`config.mk`:
```
export PLATFORM = sky130hd
export DESIGN_NAME = serial_frame_tx
export DESIGN_NICKNAME = d
export VERILOG_FILES = /design/src/rtl/serial_frame_tx.sv
export SDC_FILE = /design/constraint.sdc
export NUM_CORES = 1
export LEC_CHECK = 0
export CELL_PAD_IN_SITES_DETAIL_PLACEMENT = 2
export CELL_PAD_IN_SITES_GLOBAL_PLACEMENT = 2
export CORE_ASPECT_RATIO = 2
export CORE_UTILIZATION = 34
export DETAILED_ROUTE_END_ITERATION = 10
export PLACE_DENSITY = 0.79
export SLEW_MARGIN = 20
export SYNTH_ARGS = -nofsm -noshare
export SYNTH_HDL_FRONTEND = slang
export SYNTH_SLANG_ARGS = --single-unit
```
`constraint.sdc`:
```
create_clock -name clk -period 1.9 [get_ports clk]
set_input_delay 0.285 -clock clk [delete_from_list [all_inputs] [get_ports clk]]
set_output_delay 0.285 -clock clk [all_outputs]
set_load 0.03 [all_outputs]
```
`src/rtl/serial_frame_tx.sv`:
```
// Framed serial transmitter: start bit, DATA_W data bits LSB-first, optional even parity, stop bit.
// Every bit is held for CLKS_PER_BIT clocks; all outputs are registered.
module serial_frame_tx #(
    parameter int CLKS_PER_BIT = 4,
    parameter int DATA_W       = 8,
    parameter bit PARITY_EN    = 1'b1
) (
    input  logic              clk,
    input  logic              rst,
    input  logic              tx_valid,
    input  logic [DATA_W-1:0] tx_data,
    output logic              tx_ready,
    output logic              tx_line,
    output logic              busy,
    output logic              frame_done
);

    // state    | meaning
    // S_IDLE   | line high, ready for a word
    // S_START  | start bit (line low)
    // S_DATA   | data bits, shift register bit 0 on the line
    // S_PARITY | even-parity bit
    // S_STOP   | stop bit (line high)

    localparam int CNT_W = (CLKS_PER_BIT > 1) ? $clog2(CLKS_PER_BIT) : 1;
    localparam int IDX_W = (DATA_W > 1) ? $clog2(DATA_W + 1) : 1;
    localparam logic [CNT_W-1:0] CNT_MAX  = CNT_W'(CLKS_PER_BIT - 1);
    localparam logic [IDX_W-1:0] IDX_LAST = IDX_W'(DATA_W - 1);

    typedef enum logic [2:0] {
        S_IDLE   = 3'd0,
        S_START  = 3'd1,
        S_DATA   = 3'd2,
        S_PARITY = 3'd3,
        S_STOP   = 3'd4
    } state_t;

    state_t              r_state;
    state_t              w_state_nxt;
    logic [CNT_W-1:0]    r_bit_cnt;
    logic [CNT_W-1:0]    w_bit_cnt_nxt;
    logic [IDX_W-1:0]    r_bit_idx;
    logic [IDX_W-1:0]    w_bit_idx_nxt;
    logic [DATA_W-1:0]   r_shift;
    logic [DATA_W-1:0]   w_shift_nxt;
    logic                r_parity;
    logic                w_parity_nxt;
    logic                r_tx_ready;
    logic                r_tx_line;
    logic                r_busy;
    logic                r_frame_done;
    logic                w_line_nxt;
    logic                w_ready_nxt;
    logic                w_busy_nxt;
    logic                w_done_nxt;
    logic                w_accept;
    logic                w_bit_end;
    logic                w_last_bit;

    assign w_accept   = tx_valid && r_tx_ready;
    assign w_bit_end  = (r_bit_cnt == CNT_MAX);
    assign w_last_bit = (r_bit_idx == IDX_LAST);

    always_ff @(posedge clk or posedge rst) begin
        if (rst) begin
            r_state <= S_IDLE;
        end else begin
            r_state <= w_state_nxt;
        end
    end

    always_comb begin
        w_state_nxt = r_state;
        case (r_state)
            S_IDLE:   if (w_accept) w_state_nxt = S_START;
            S_START:  if (w_bit_end) w_state_nxt = S_DATA;
            S_DATA: begin
                if (w_bit_end && w_last_bit) begin
                    w_state_nxt = PARITY_EN ? S_PARITY : S_STOP;
                end
            end
            S_PARITY: if (w_bit_end) w_state_nxt = S_STOP;
            S_STOP:   if (w_bit_end) w_state_nxt = S_IDLE;
            default:  w_state_nxt = S_IDLE;
        endcase
    end

    always_comb begin
        w_bit_cnt_nxt = '0;
        w_bit_idx_nxt = '0;
        w_shift_nxt   = r_shift;
        w_parity_nxt  = r_parity;
        if (r_state == S_IDLE) begin
            if (w_accept) begin
                w_shift_nxt  = tx_data;
                w_parity_nxt = ^tx_data;
            end
        end else begin
            w_bit_cnt_nxt = w_bit_end ? '0 : r_bit_cnt + CNT_W'(1);
        end
        if (r_state == S_DATA) begin
            w_bit_idx_nxt = r_bit_idx;
            if (w_bit_end) begin
                w_shift_nxt   = r_shift >> 1;
                w_bit_idx_nxt = w_last_bit ? '0 : r_bit_idx + IDX_W'(1);
            end
        end
    end

    // Outputs are decoded from the next state so they land in flops alongside it.
    always_comb begin
        w_line_nxt  = 1'b1;
        w_ready_nxt = (w_state_nxt == S_IDLE);
        w_busy_nxt  = (w_state_nxt != S_IDLE);
        w_done_nxt  = (r_state == S_STOP) && w_bit_end;
        case (w_state_nxt)
            S_START:  w_line_nxt = 1'b0;
            S_DATA:   w_line_nxt = w_shift_nxt[0];
            S_PARITY: w_line_nxt = w_parity_nxt;
            default:  w_line_nxt = 1'b1;
        endcase
    end

    always_ff @(posedge clk or posedge rst) begin
        if (rst) begin
            r_bit_cnt    <= '0;
            r_bit_idx    <= '0;
            r_shift      <= '0;
            r_parity     <= 1'b0;
            r_tx_ready   <= 1'b1;
            r_tx_line    <= 1'b1;
            r_busy       <= 1'b0;
            r_frame_done <= 1'b0;
        end else begin
            r_bit_cnt    <= w_bit_cnt_nxt;
            r_bit_idx    <= w_bit_idx_nxt;
            r_shift      <= w_shift_nxt;
            r_parity     <= w_parity_nxt;
            r_tx_ready   <= w_ready_nxt;
            r_tx_line    <= w_line_nxt;
            r_busy       <= w_busy_nxt;
            r_frame_done <= w_done_nxt;
        end
    end

    assign tx_ready   = r_tx_ready;
    assign tx_line    = r_tx_line;
    assign busy       = r_busy;
    assign frame_done = r_frame_done;

endmodule
```
==> impl_metrics.csv <==
group,metric,value,unit
status,status,"completed",
critical_path,crit_slowest_cell,"clkdlybuf4s50_1",
die,num_rows,28,
detailed_routing,antenna_left,0,
clock_network,cts_resized,0,
logic_synthesis,synth_edf_count,0,
timing,post-route-period-util,92.7,%
critical_path,cp-end-kind,"output port",
detailed_routing,drt_iter0_markers,7,
detailed_routing,topRoutingLayerUsed,"met4",
global_route,grt_pass1_vias,908,
timing,holdWs,0.353,ns
logic_synthesis,yosysSeqAreaShare,51.6,%
critical_path,start_kind,"flip-flop",
timing,max_slew_margin,71.8,%
critical_path,critical_path.cell_chain,"clkdlybuf4s50_1",
logic_synthesis,synth_area,0.00107,mm²
layout,finalNetCount,131,
logic_synthesis,synth_flop_cell,"dfrtp_1",
place,place_congestion,0.726,
place,hpwl,1990,µm
detailed_routing,wl_per_cell,16.2,µm
critical_path,path_max_fanout,3,
critical_path,max_stage_delay,0.67,ns
global_route,grt_max_degree,23,
critical_path,worstPathArrival,1.48,ns
die,die_h,81.4,µm
layout,antennaDiodeCount,0,
clock_network,cts.sinks,22,
timing,fmax,0.568,GHz
die,dieArea,0.00340,mm²
logic_synthesis,post_synth.cell_area_avg,10.9,µm²
timing,rsz0062_at_grt,"no",
clock_network,htreeDepth,1,
logic_synthesis,ys_ff_latch,22,
logic_synthesis,async_flop_share,100,%
timing,setup_viol,0,
detailed_routing,dr_wl_met2,1500,µm
global_route,track_usage,16.2,%
pwr,ir_drop,0.450,mV
die,io_pins,15,
detailed_routing,vias,792,
layout,area_delta_synth_final,21.7,%
clock_network,cts_hold_buffers,0,
die,coreArea,0.00298,mm²
pwr,leakagePower,0.534,nW
logic_synthesis,ys_types,33,
timing,min_period,1.76,ns
detailed_routing,m1WireLength,820,µm
pwr,powerDensity,1380,mW/mm²
timing,setup-tns-final,0,ns
global_route,grt_pass1_wl,4090,µm
detailed_routing,remaining_drc_errors,0,
global_route,grt-ovfl-total,0,
critical_path,crit_buf_inv,1,
timing,clock_skew,0.0121,ns
logic_synthesis,syn_inst,98,
global_route,antenna_found_initial,0,
detailed_routing,wl_met3,46,µm
critical_path,cp_top_family,"buffers and inverters",
clock_network,cts_setup_buffers,0,
layout,drive_gt1_share,12.8,%
die,dieWidth,41.7,µm
logic_synthesis,ys_warn_count,0,
place,io_buffers,14,
clock_network,clkTransAtPathRegs,0.08,ns
detailed_routing,vias_per_cell,5.39,
clock_network,clkLatencyLatePin,0.26,ns
clock_network,cts_buffer_depth,2,
logic_synthesis,syn_nets,111,
clock_network,cts-root-buf,"clkbuf_8",
flow_run,cap_violations,0,
timing,final_max_slew_viol_count,0,
critical_path,cp_data_required_time,1.62,ns
timing,worst_pin_slew,0.423,ns
die,start_util,36.0,%
worst_hold_path,hp-class,"primary input to async pin",
clock_network,cts_tree,"built",
detailed_routing,wirelength,2390,µm
detailed_routing,drtPass1Iterations,3,
timing,final-hold-violation-count,0,
clock_network,numCtsBuffers,3,
critical_path,critPathKind,"flip-flop to output port",
## Yosys cell counts (2+ instances only)
cell type	number	area (µm²)
dfrtp_1	20	500
or3_1	2	12.5
dfstp_2	2	52.6
a21oi_1	3	15.0
xnor2_1	7	61.3
nand2_1	12	45.0
nor2_1	9	33.8
o21ai_1	5	25.0
ha_1	2	25.0
nand4_1	2	12.5
nor3_1	2	10.0
o21ai_0	2	10.0
mux2i_1	10	100
## metal layers
layer | vias to the layer above | GRT usage [%]
met1 | 399 | 15.1
met5 | - | 0
met2 | 15 | 33.8
met3 | 2 | 1.98
met4 | 0 | 6.77
li1 | 376 | -
## kinds of logic (layout without fill, tap and decap cells)
kind of cell / after synthesis / in the layout / synth area share [%]
flip-flops: 22 / 22 / 51.6
multiplexers: 10 / 10 / 9.34
buffers and inverters: 5 / 24 / 2.92
AO/OA/AOI/OAI: 15 / 15 / 9.57
AND/OR/NAND/NOR: 36 / 36 / 17.7
XOR/XNOR: 8 / 8 / 6.53
adder cells (fa/ha/maj): 2 / 2 / 2.33
## worst register-to-register path, delay by kind of cell, from the launching register on
kind | cells | cell delay, ns
fa+ha+maj | 1 | 0.28
compound gates | 1 | 0.34
simple gates | 2 | 0.60
flops | 1 | 0.40
## power by group
group | total, mW | switching [mW] | internal [mW]
logic | 0.712 | 0.367 | 0.345
registers | 0.791 | 0.128 | 0.663
clock network | 0.295 | 0.146 | 0.149
## layout by cell type, fill, tap and decap left out, types with 2 or more instances in the layout
| master | synthesis | final |
|---|---|---|
| nor2_1 | 9 | 9 |
| xnor2_1 | 7 | 7 |
| clkbuf_8 | 0 | 3 |
| o21ai_0 | 2 | 2 |
| nor3_1 | 2 | 2 |
| ha_1 | 2 | 2 |
| clkdlybuf4s50_1 | 0 | 14 |
| mux2i_1 | 10 | 10 |
| or3_1 | 2 | 2 |
| dfstp_2 | 2 | 2 |
| buf_4 | 1 | 5 |
| dfrtp_1 | 20 | 20 |
| o21ai_1 | 5 | 5 |
| a21oi_1 | 3 | 3 |
| nand2_1 | 12 | 12 |
| nand4_1 | 2 | 2 |
## final cells by class
type                            count  area [µm²]
Clock buffer                        4        45.0
Fill cell                         323        1670
Inverter                            1        3.75
Multi-Input combinational cell     71         488
Sequential cell                    22         553
Tap cell                           30        37.5
Timing Repair Buffer               19         178
## stage by stage
stage / utilization, % / std cells / total power [mW] / area, µm² / setup slack [ns]
after global placement: 42.3 / 143 / 1.49 / 1260 / 0.226
after floorplan: - / 98 / 1.27 / 1070 / 0.306
after detailed placement: 42.3 / 143 / 1.53 / 1260 / 0.171
after CTS: 43.8 / 147 / 1.83 / 1310 / 0.126
final: 43.8 / 147 / 1.80 / 1310 / 0.138
after global routing: 43.8 / 147 / 1.92 / 1310 / 0.0652
## final timing paths
kind | from | end | slack [ns] | cells past startpoint
min in group clk | r_bit_cnt[0]$_DFF_PP0_ | r_bit_cnt[0]$_DFF_PP0_ | 0.46 | 1
worst max register to register | r_bit_cnt[0]$_DFF_PP0_ | busy$_DFF_PP0_ | 0.14 | 4
worst max-delay path | tx_ready$_DFF_PP1_ | tx_ready | 0.14 | 1
worst min register to register | r_bit_cnt[0]$_DFF_PP0_ | r_bit_cnt[0]$_DFF_PP0_ | 0.46 | 1
max in group asynchronous | rst | tx_line$_DFF_PP1_ | 1.25 | 3
worst min-delay path | rst | r_bit_cnt[0]$_DFF_PP0_ | 0.35 | 3
## registers in the layout, indices dropped and copies added (netlist names)
name,flops
busy,1
r_shift,8
frame_done,1
tx_line,1
r_state,3
r_parity,1
r_bit_cnt,2
tx_ready,1
r_bit_idx,4
Power figures use the tool's default switching activity.
